## config.mk

```make
export PLATFORM = sky130hd
export DESIGN_NAME = fft_quad_feeder
export DESIGN_NICKNAME = d
export VERILOG_FILES = /design/src/rtl/fft_quad_feeder.sv
export SDC_FILE = /design/constraint.sdc
export NUM_CORES = 1
export LEC_CHECK = 0
export ABC_AREA = 1
export CORE_AREA = 5 5 188 262
export DETAILED_ROUTE_END_ITERATION = 16
export DIE_AREA = 0 0 193 267
export PLACE_DENSITY = 0.55
export SYNTH_ARGS = -nofsm -noshare
export SYNTH_HDL_FRONTEND = slang
export SYNTH_SLANG_ARGS = --single-unit
export TNS_END_PERCENT = 10
```

## constraint.sdc

```tcl
create_clock -name clk -period 2.5 [get_ports clk]
set_clock_uncertainty 0.05 [all_clocks]
set_input_delay 0.5 -clock clk [delete_from_list [all_inputs] [get_ports clk]]
set_output_delay 0.5 -clock clk [all_outputs]
set_load 0.02 [all_outputs]
```

## src/rtl/fft_quad_feeder.sv

```systemverilog
// ============================================================================
// Module      : fft_quad_feeder
// Description : Ping-pong frame buffer feeding radix-4 DIF quadruples
//               (x[k], x[k+N/4], x[k+N/2], x[k+3N/4]) to the first butterfly.
//               Optional macro FFT_FEEDER_PRESCALE_EN: samples >>> 2 before packing.
// Revision    : 1.0 - initial release
// ============================================================================
`default_nettype none

module fft_quad_feeder #(
    parameter int WIDTH = 24,
    parameter int N     = 16
) (
    input  logic                     clk,
    input  logic                     rst,
    input  logic [WIDTH/2-1:0]       sample_in,
    input  logic                     sample_valid,
    output logic [WIDTH-1:0]         a,
    output logic [WIDTH-1:0]         b,
    output logic [WIDTH-1:0]         c,
    output logic [WIDTH-1:0]         d,
    output logic                     quad_valid,
    input  logic                     quad_ready,
    output logic                     frame_first,
    output logic                     frame_last,
    output logic                     overrun
);

    localparam int HALF_WIDTH = WIDTH / 2;
    localparam int AW         = $clog2(N);
    localparam int KW         = (N > 4) ? $clog2(N / 4) : 1;
    localparam logic [KW-1:0] C_K_LAST   = KW'(N / 4 - 1);
    localparam logic [AW-1:0] C_CNT_LAST = AW'(N - 1);

    typedef enum logic [1:0] {
        S_IDLE   = 2'd0,
        S_LOAD   = 2'd1,
        S_STREAM = 2'd2
    } state_t;

    logic [HALF_WIDTH-1:0]      r_mem [2*N];
    state_t                     r_state;
    logic                       r_wr_bank;
    logic                       r_rd_bank;
    logic                       r_wr_full;
    logic [AW-1:0]              r_wr_cnt;
    logic [KW-1:0]              r_k;
    logic [3:0][WIDTH-1:0]      r_q;
    logic                       r_valid;
    logic                       r_first;
    logic                       r_last;
    logic                       r_overrun;

    logic                       w_hs;
    logic                       w_rd_done;
    logic                       w_rd_free;
    logic                       w_wr_en;
    logic                       w_wr_last;
    logic                       w_swap;
    logic [KW-1:0]              w_kn;
    logic [3:0][WIDTH-1:0]      w_pk;

    assign w_hs      = r_valid && quad_ready;
    assign w_rd_done = (r_state == S_STREAM) && w_hs && (r_k == C_K_LAST);
    assign w_rd_free = (r_state == S_IDLE) || w_rd_done;
    assign w_wr_en   = sample_valid && !r_wr_full;
    assign w_wr_last = w_wr_en && (r_wr_cnt == C_CNT_LAST);
    // A pending full bank swaps the moment the reader frees up.
    assign w_swap    = (w_wr_last || r_wr_full) && w_rd_free;
    assign w_kn      = (r_state == S_STREAM) ? r_k + KW'(1) : r_k;

    always_ff @(posedge clk) begin
        if (w_wr_en) begin
            r_mem[{r_wr_bank, r_wr_cnt}] <= sample_in;
        end
    end

    // Read port for each of the four lanes, addressing quad w_kn.
    for (genvar i = 0; i < 4; i++) begin : g_lane
        logic [AW-1:0]                w_addr;
        logic signed [HALF_WIDTH-1:0] w_s;
        logic signed [HALF_WIDTH-1:0] w_scaled;
        assign w_addr = AW'(w_kn) + AW'(i * (N / 4));
        assign w_s    = r_mem[{r_rd_bank, w_addr}];
`ifdef FFT_FEEDER_PRESCALE_EN
        assign w_scaled = w_s >>> 2;
`else
        assign w_scaled = w_s;
`endif
        assign w_pk[i] = {w_scaled, {HALF_WIDTH{1'b0}}};
    end

    always_ff @(posedge clk) begin
        if (rst) begin
            r_state   <= S_IDLE;
            r_wr_bank <= 1'b0;
            r_rd_bank <= 1'b1;
            r_wr_full <= 1'b0;
            r_wr_cnt  <= '0;
            r_k       <= '0;
            r_q       <= '0;
            r_valid   <= 1'b0;
            r_first   <= 1'b0;
            r_last    <= 1'b0;
            r_overrun <= 1'b0;
        end else begin
            if (sample_valid && r_wr_full) begin
                r_overrun <= 1'b1;
            end

            if (w_swap) begin
                r_rd_bank <= r_wr_bank;
                r_wr_bank <= ~r_wr_bank;
                r_wr_cnt  <= '0;
                r_wr_full <= 1'b0;
            end else if (w_wr_last) begin
                r_wr_full <= 1'b1;
            end else if (w_wr_en) begin
                r_wr_cnt <= r_wr_cnt + AW'(1);
            end

            case (r_state)
                S_IDLE: ;
                S_LOAD: begin
                    r_q     <= w_pk;
                    r_first <= (w_kn == '0);
                    r_last  <= (w_kn == C_K_LAST);
                    r_valid <= 1'b1;
                    r_state <= S_STREAM;
                end
                S_STREAM: begin
                    if (w_hs) begin
                        if (r_k == C_K_LAST) begin
                            r_valid <= 1'b0;
                            r_first <= 1'b0;
                            r_last  <= 1'b0;
                            r_state <= S_IDLE;
                        end else begin
                            r_k     <= w_kn;
                            r_q     <= w_pk;
                            r_first <= 1'b0;
                            r_last  <= (w_kn == C_K_LAST);
                        end
                    end
                end
                default: r_state <= S_IDLE;
            endcase

            // The newly swapped bank always restarts at quad 0.
            if (w_swap) begin
                r_k     <= '0;
                r_state <= S_LOAD;
            end
        end
    end

    assign a           = r_q[0];
    assign b           = r_q[1];
    assign c           = r_q[2];
    assign d           = r_q[3];
    assign quad_valid  = r_valid;
    assign frame_first = r_first;
    assign frame_last  = r_last;
    assign overrun     = r_overrun;

endmodule

`default_nettype wire

```

; After elaboration in Yosys (flattened, before gate mapping)
; Memory sizes are Yosys's and may differ from the RTL's.
; Index checks and enable logic that the tools add are counted.
[word_totals]
mem_bits_rw = 384
input_bits = 16
n_memories = 1
regBits = 111
out_inout_bits = 100
elab_cells = 75
[memory_table]
columns = memory, words, word_bits, rd, rd_ports_with_merged_regs, write_ports, line
row1 = r_mem, 32, 12, 4, 0, 1, 41  ; logic [HALF_WIDTH-1:0] r_mem [2*N];
[classes]
n_bitwise = 4
n_reduce_logical = 21
mux = 18
n_addsub = 5
n_eq_ne = 11
[op_table]
columns = op, n
row1 = $mux W96, 2
row2 = $pmux W96 S2, 1
row3 = $reduce_and A3 Y1, 5
row4 = $mux W1, 8
row5 = $ne A2 B2 Y1 const B, 4
row6 = $logic_and A1 B1 Y1, 7
row7 = $eq A2 B2 Y1 const B, 3
row8 = $mux W2, 3
row9 = $ne A3 B3 Y1 const B, 2
row10 = $pmux W1 S2, 3
row11 = $pmux W2 S3, 1
row12 = $add A2 B3 Y4 const B, 1
row13 = $add A2 B4 Y4 const B, 1
row14 = $add A3 B3 Y4 const B, 1
row15 = $add A4 B1 Y4 const B, 1
row16 = $eq A4 B4 Y1 const B, 1
row17 = $logic_not A2 Y1, 2
row18 = $not A1 Y1, 4
row19 = $reduce_and A2 Y1, 2
row20 = $add A2 B1 Y2 const B, 1
row21 = $eq A2 B1 Y1 const B, 1
row22 = $logic_or A1 B1 Y1, 2
row23 = $reduce_bool A2 Y1, 1
row24 = $reduce_or A2 Y1, 1
row25 = $logic_not A1 Y1, 1

; Depth between registers and ports, before layout
; Gate-level depths: netlist of the first run.
[logic_depth]
depth_word = 7
depth_mapped = 12
mapped_depth_nobuf = 10

; Worst setup path before layout of the first run
; Ideal clock, no wire load.
[synth_path]
kind = input -> register
startpoint = input port sample_valid
endpoint = memory r_mem[10][0] in the netlist's numbering (enable)
path_slack_ns = 0.733
required_ns = 2.070
cell_stages = 4
t_arrival_ns = 1.337
cell_sequence = nand2_1 inv_1 nand2_1 nor2_1
[synth_between]
elab_chain_cells = 3
[synth_lines]
columns = element, line
row1 = from (decl), 17  ; input logic sample_valid,
row2 = $logic_and A1 B1 Y1, 66  ; assign w_wr_en = sample_valid && !r_wr_full;
row3 = $mux W1, 73  ; if (w_wr_en) begin
row4 = $mux W1 (implied by the code), 74  ; r_mem[{r_wr_bank, r_wr_cnt}] <= sample_in;
row5 = to (decl), 41
; Every way passes these cells.

; Worst setup path in the final report of the first run
[layout_path]
startpoint = register r_q, in the netlist b[23]
endpoint = output port b[23]
[layout_lines]
columns = element, line
row1 = from (decl), 48  ; logic [3:0][WIDTH-1:0] r_q;
row2 = from (signal assigned), 125  ; r_q <= w_pk;
row3 = from (signal assigned), 140  ; r_q <= w_pk;
row4 = to (decl), 19  ; output logic [WIDTH-1:0] b,
; No word-level cell between the ends.

==> results_dict.tcl, run 1 <==
set metrics [dict create \
    synthesis.area_um2 18400 \
    leakage_uw 0.00819 \
    post-route-period-util 0.878 \
    clkSinkCount 447 \
    synthCells 1643 \
    cts.path.max_buffers 3 \
    maxSlewHeadroom 0.520 \
    wl_met2_um 25100 \
    worstSetupPathType "reg -> out" \
    p_sw_uw 2950 \
    worstSetupStartpointType "flip-flop" \
    hp-class "reg -> reg" \
    setup_viol 0 \
    outcome "finished clean" \
    cp_slowest_stage_delay_ns 0.65 \
    seq_power_share 0.541 \
    routed-wl-met3_um 2490 \
    wl_met1_um 18600 \
    gp_congestion 0.754 \
    cts_tree "done" \
    synth_area_per_cell_um2 11.2 \
    cpMaxStageDelayCell "clkdlybuf4s50_1" \
    clk_latency_ns 0.55 \
    worst_slew_pin_slew_ns 0.719 \
    grt_pass1_vias 12302 \
    root_buffer "clkbuf_16" \
    antenna_found_initial 0 \
    num_io_pins 116 \
    comb_power_share 0.021 \
    cp_cell_sequence "clkdlybuf4s50_1" \
    ys_seq_area_frac 0.695 \
    first_iter_violations 852 \
    die-area_um2 51500 \
    cts_made_buffers 42 \
    antenna_left 0 \
    cts.clk_slew.worst_paths_ns 0.07 \
    initial_utilization 0.394 \
    cp_max_fo 2 \
    die_width_um 193 \
    core_area_um2 46700 \
    fin_tns_setup_ns 0 \
    grt_pass1_wl_um 72200 \
    cts_resized 0 \
    rsz0062_at_grt "false" \
    h-tree-depth 2 \
    p_int_uw 12100 \
    grt_max_degree 75 \
    netSwitchingFraction 0.196 \
    drv_cap 0 \
    powerDensity_nw_per_um2 700 \
    crit_required_ns 1.95 \
    drive_gt1_frac 0.0867 \
    fmax_mhz 456 \
    cts_setup_buffers 0 \
    route.detailed.drc 0 \
    wl_per_cell_um 19.9 \
    final_max_slew_viol_count 0 \
    worst_setup_path_end_kind "primary output" \
    cp_data_arrival_time_ns 1.64 \
    synth.distinct_cells 26 \
    avgViaCountPerCell 5.19 \
    place.port_buffers 67 \
    num_vias 12333 \
    nNetsFinal 1741 \
    crit_family "buffers and inverters" \
    first_pass_iters 7 \
    grt_usage 0.182 \
    ys_ff_latch 447 \
    grt.overflow.total 0 \
    ir_drop_mv 0.427 \
    finalHoldViolCount 0 \
    worst-path-buf-inv 1 \
    place_hpwl_um 27200 \
    fp.dieH_um 267 \
    post-route-min-period_ns 2.19 \
    rows 94 \
    clockPowerShare 0.439 \
    antennaDiodeCount 0 \
    maxUsedRoutingLayer "met4" \
    power_uw 15000 \
    postCtsHoldBufs 0 \
    synthToLayoutAreaGrowth_pct 16.7 \
    ys_warn_count 0 \
    routed_wl_um 47300 \
]
[cells by family after synthesis]
kind of cell,Yosys count,synth area share
compound gates,65,0.0183
xor+xnor,1,0.000476
fa+ha+maj,5,0.00340
flops,447,0.695
simple gates,853,0.213
other cells,1,0.000204
buf+inv,271,0.0703
[Yosys cell counts (all sizes together)]
cell	count	area, µm²
a21o	1	7.51
clkbuf	43	161
ha	5	62.6
clkinv	1	3.75
dfxtp	63	1260
conb	1	3.75
a21oi	9	45.0
o21ai	53	269
nand2	270	1040
nor2	41	161
xor2	1	8.76
nand3	540	2700
or2	1	6.26
inv	115	432
buf	112	697
nor3	1	5.00
a211oi	2	15.0
edfxtp	384	11500
[sequential cells by signal (all words and copies together) (netlist names)]
signal and flops:
a 12, b 12, c 12, d 12, frame_first 1, frame_last 1, overrun 1, quad_valid 1
r_k 2, r_mem 384, r_rd_bank 1, r_state 2, r_wr_bank 1, r_wr_cnt 4, r_wr_full 1
[layer usage]
metal / global-route usage / vias up
met4: 0.0551 / 0
met2: 0.334 / 360
met3: 0.0188 / 75
li1: - / 5821
met5: 0 / -
met1: 0.224 / 6077
[area by class of cell]
cell class / count / area, µm²
sequential: 447 / 12800
timing repair buffer: 141 / 1500
clock inverter: 17 / 214
clock buffer: 61 / 1220
fill: 4288 / 25200
multi-input combinational: 972 / 4540
tap: 624 / 781
inverter: 116 / 435
[final timing paths]
path              start         end  slack [ns]  cells past startpoint
max reg2reg  r_state[1]       d[19]        0.35                      9
max               b[23]       b[23]        0.31                      1
min          r_state[0]  r_state[1]        0.43                      1
min reg2reg  r_state[0]  r_state[1]        0.43                      1
[layout by cell type, fill, tap and decap left out, types with 2 or more instances in the layout]
| master | count |
|---|---|
| inv_2 | 3 |
| buf_12 | 22 |
| clkbuf_1 | 13 |
| bufinv_16 | 5 |
| inv_1 | 112 |
| nand3_1 | 538 |
| clkinv_1 | 3 |
| dfxtp_1 | 62 |
| buf_4 | 52 |
| nor2_1 | 40 |
| nand2_2 | 2 |
| ha_1 | 5 |
| o21ai_0 | 52 |
| a211oi_1 | 2 |
| nand2_1 | 264 |
| clkdlybuf4s50_1 | 67 |
| edfxtp_1 | 384 |
| clkinv_2 | 8 |
| clkbuf_16 | 45 |
| clkbuf_8 | 3 |
| nand2_4 | 4 |
| conb_1 | 48 |
| a21oi_1 | 9 |
[per-stage QoR]
stage | hold WS (ns) | util | instance area (µm²) | cells | setup slack, ns
4_1_cts | 0.422 | 0.460 | 21500 | 2378 | 0.247
3_3_place_gp | 0.394 | 0.429 | 20100 | 2300 | 0.124
6_report | 0.429 | 0.460 | 21500 | 2378 | 0.306
3_5_place_dp | 0.411 | 0.429 | 20100 | 2300 | 0.101
2_1_floorplan | 0.383 | - | 18600 | 1690 | 0.733
5_1_grt | 0.454 | 0.460 | 21500 | 2378 | 0.190
[power by group through the flow]
| stage | logic, µW | clock network [µW] | registers (µW) |
|---|---|---|---|
| 3_5_place_dp | 313 | 0 | 8290 |
| 3_3_place_gp | 307 | 0 | 8290 |
| 4_1_cts | 313 | 6740 | 8130 |
| 2_1_floorplan | 165 | 0 | 8290 |
| 6_report | 311 | 6590 | 8130 |
| 5_1_grt | 337 | 7050 | 8120 |
No activity file was read; power rests on OpenSTA's default activity.
==> run 2: changes to the inputs <==
--- a/config.mk
+++ b/config.mk
@@ -9,7 +9,8 @@
 export CORE_AREA = 5 5 188 262
 export DETAILED_ROUTE_END_ITERATION = 16
 export DIE_AREA = 0 0 193 267
-export PLACE_DENSITY = 0.55
+export MAX_ROUTING_LAYER = met4
+export PLACE_DENSITY = 0.61
 export SYNTH_ARGS = -nofsm -noshare
 export SYNTH_HDL_FRONTEND = slang
 export SYNTH_SLANG_ARGS = --single-unit
==> run 2 against run 1 <==
Compared with the run above:
- global-route usage is 0.20 points higher
- critical path depth unchanged
- sequential power is essentially flat
- largest cell class unchanged
- largest power group unchanged
- highest routed layer unchanged
==> results_dict.tcl, run 2 (synthesis gave the netlist of run 1 again) <==
set metrics [dict create \
    crit_required_ns 1.95 \
    antenna_found_initial 0 \
    fin_tns_setup_ns 0 \
    min_to "r_state[1]" \
    initial_utilization 0.394 \
    fp.dieH_um 267 \
    worst_setup_path_end_kind "primary output" \
    outcome "finished clean" \
    post-route-min-period_ns 2.21 \
    r2r_start "r_state[1]" \
    route.detailed.drc 0 \
    post_dp_cell_area_um2 20100 \
    postCtsHoldBufs 0 \
    grt_usage 0.184 \
    gp_congestion 0.822 \
    first_iter_violations 1025 \
    cts.path.max_buffers 3 \
    finalHoldViolCount 0 \
    fmax_mhz 452 \
    largest_reg_flops 384 \
    cts_setup_buffers 0 \
    worstSetupStartpointType "flip-flop" \
    first_pass_iters 5 \
    fin_area_um2 21500 \
    drive_gt1_frac 0.0859 \
    clkSinkCount 447 \
    clk_latency_ns 0.55 \
    antenna_left 0 \
    leakage_uw 0.00819 \
    seq_area_um2 12800 \
    worst-path-buf-inv 1 \
    layout_common_cells "nand3_1 (538), edfxtp_1 (384), nand2_1 (265), inv_1 (112), clkdlybuf4s50_1 (67)" \
    grt_pass1_vias 12372 \
    grt.overflow.total 0 \
    whs_ns 0.414 \
    min_delay_path_depth 1 \
    reg2reg_slack_ns 0.44 \
    grt_pass1_wl_um 71300 \
    cpMaxStageDelayCell "clkdlybuf4s50_1" \
    place_worst_setup_slack_ns 0.109 \
    setup_slack_ns 0.287 \
    antennaDiodeCount 0 \
    rows 94 \
    maxSlewHeadroom 0.597 \
    nNetsFinal 1735 \
    setup_viol 0 \
    top_register "r_mem" \
    root_buffer "clkbuf_16" \
    fillers 4203 \
    multi_input_area_um2 4530 \
    core_area_um2 46700 \
    place_hpwl_um 26900 \
    cts.clk_slew.worst_paths_ns 0.06 \
    cts_tree "done" \
    worstHoldStart "r_state[0]" \
    cp_data_arrival_time_ns 1.66 \
    num_io_pins 116 \
    cts_resized 0 \
    drv_cap 0 \
    final_max_slew_viol_count 0 \
    worst_slew_pin_slew_ns 0.603 \
    cp_slowest_stage_delay_ns 0.66 \
    cp_max_fo 2 \
    powerDensity_nw_per_um2 706 \
    place.port_buffers 67 \
    worstReg2RegEnd "c[13]" \
    h-tree-depth 2 \
    rsz0062_at_grt "false" \
    r2r_cells 9 \
    die_width_um 193 \
    final_common_cell "nand3_1" \
    ir_drop_mv 0.543 \
    avgViaCountPerCell 5.20 \
    die-area_um2 51500 \
    grt_max_degree 74 \
    cp_cell_sequence "clkdlybuf4s50_1" \
    wl_per_cell_um 19.5 \
    post-route-period-util 0.885 \
    cts_made_buffers 41 \
    power_uw 15200 \
    crit_family "buffers and inverters" \
    hp-class "reg -> reg" \
    routed_wl_um 46300 \
    worstSetupPathType "reg -> out" \
    num_vias 12328 \
    synthToLayoutAreaGrowth_pct 17.0 \
]
run 2: cell count changes in the layout (fill, tap and decap cells not counted), moves of 2 or more:
cell,change
bufinv_16,+2
clkinvlp_4,+2
clkinv_1,+3
buf_4,-10
clkbuf_1,-9
buf_12,+5
run 2: per-layer routing:
layer | track usage | wire [µm]
met5 | - | 0
met4 | 0.0641 | 1450
met1 | 0.219 | 18300
met3 | 0.0205 | 2110
met2 | 0.323 | 24400
run 2: worst max-delay path by stage:
stage	from	endpoint	slack, ns	depth (start not counted)
2_1_floorplan	sample_valid	r_mem[10][0]	0.73	4
3_3_place_gp	sample_valid	r_mem[12][4]	0.11	6
3_5_place_dp	sample_valid	r_mem[28][11]	0.11	6
4_1_cts	b[23]	b[23]	0.26	1
5_1_grt	c[23]	c[23]	0.26	1
6_report	c[23]	c[23]	0.29	1
run 2: through the flow:
| stage | instances | util |
|---|---|---|
| global placement | 2295 | 0.430 |
| finish | 2371 | 0.461 |
| floorplan | 1690 | - |
| CTS | 2371 | 0.461 |
| global route | 2371 | 0.461 |
| detailed placement | 2295 | 0.430 |
run 2: cell type report:
class                           instances  area share
Clock inverter                         24      0.0139
Tap cell                              624      0.0362
Multi-Input combinational cell        972       0.210
Inverter                              116      0.0202
Clock buffer                           52      0.0544
Sequential cell                       447       0.594
Timing Repair Buffer                  136      0.0709
run 2: where the power goes:
group	internal [µW]	switching, µW	leakage (µW)	total (µW)
Sequential	8120	9.38	0.00397	8120
Combinational	55.1	253	0.00351	308
Clock	4050	2730	0.000719	6780
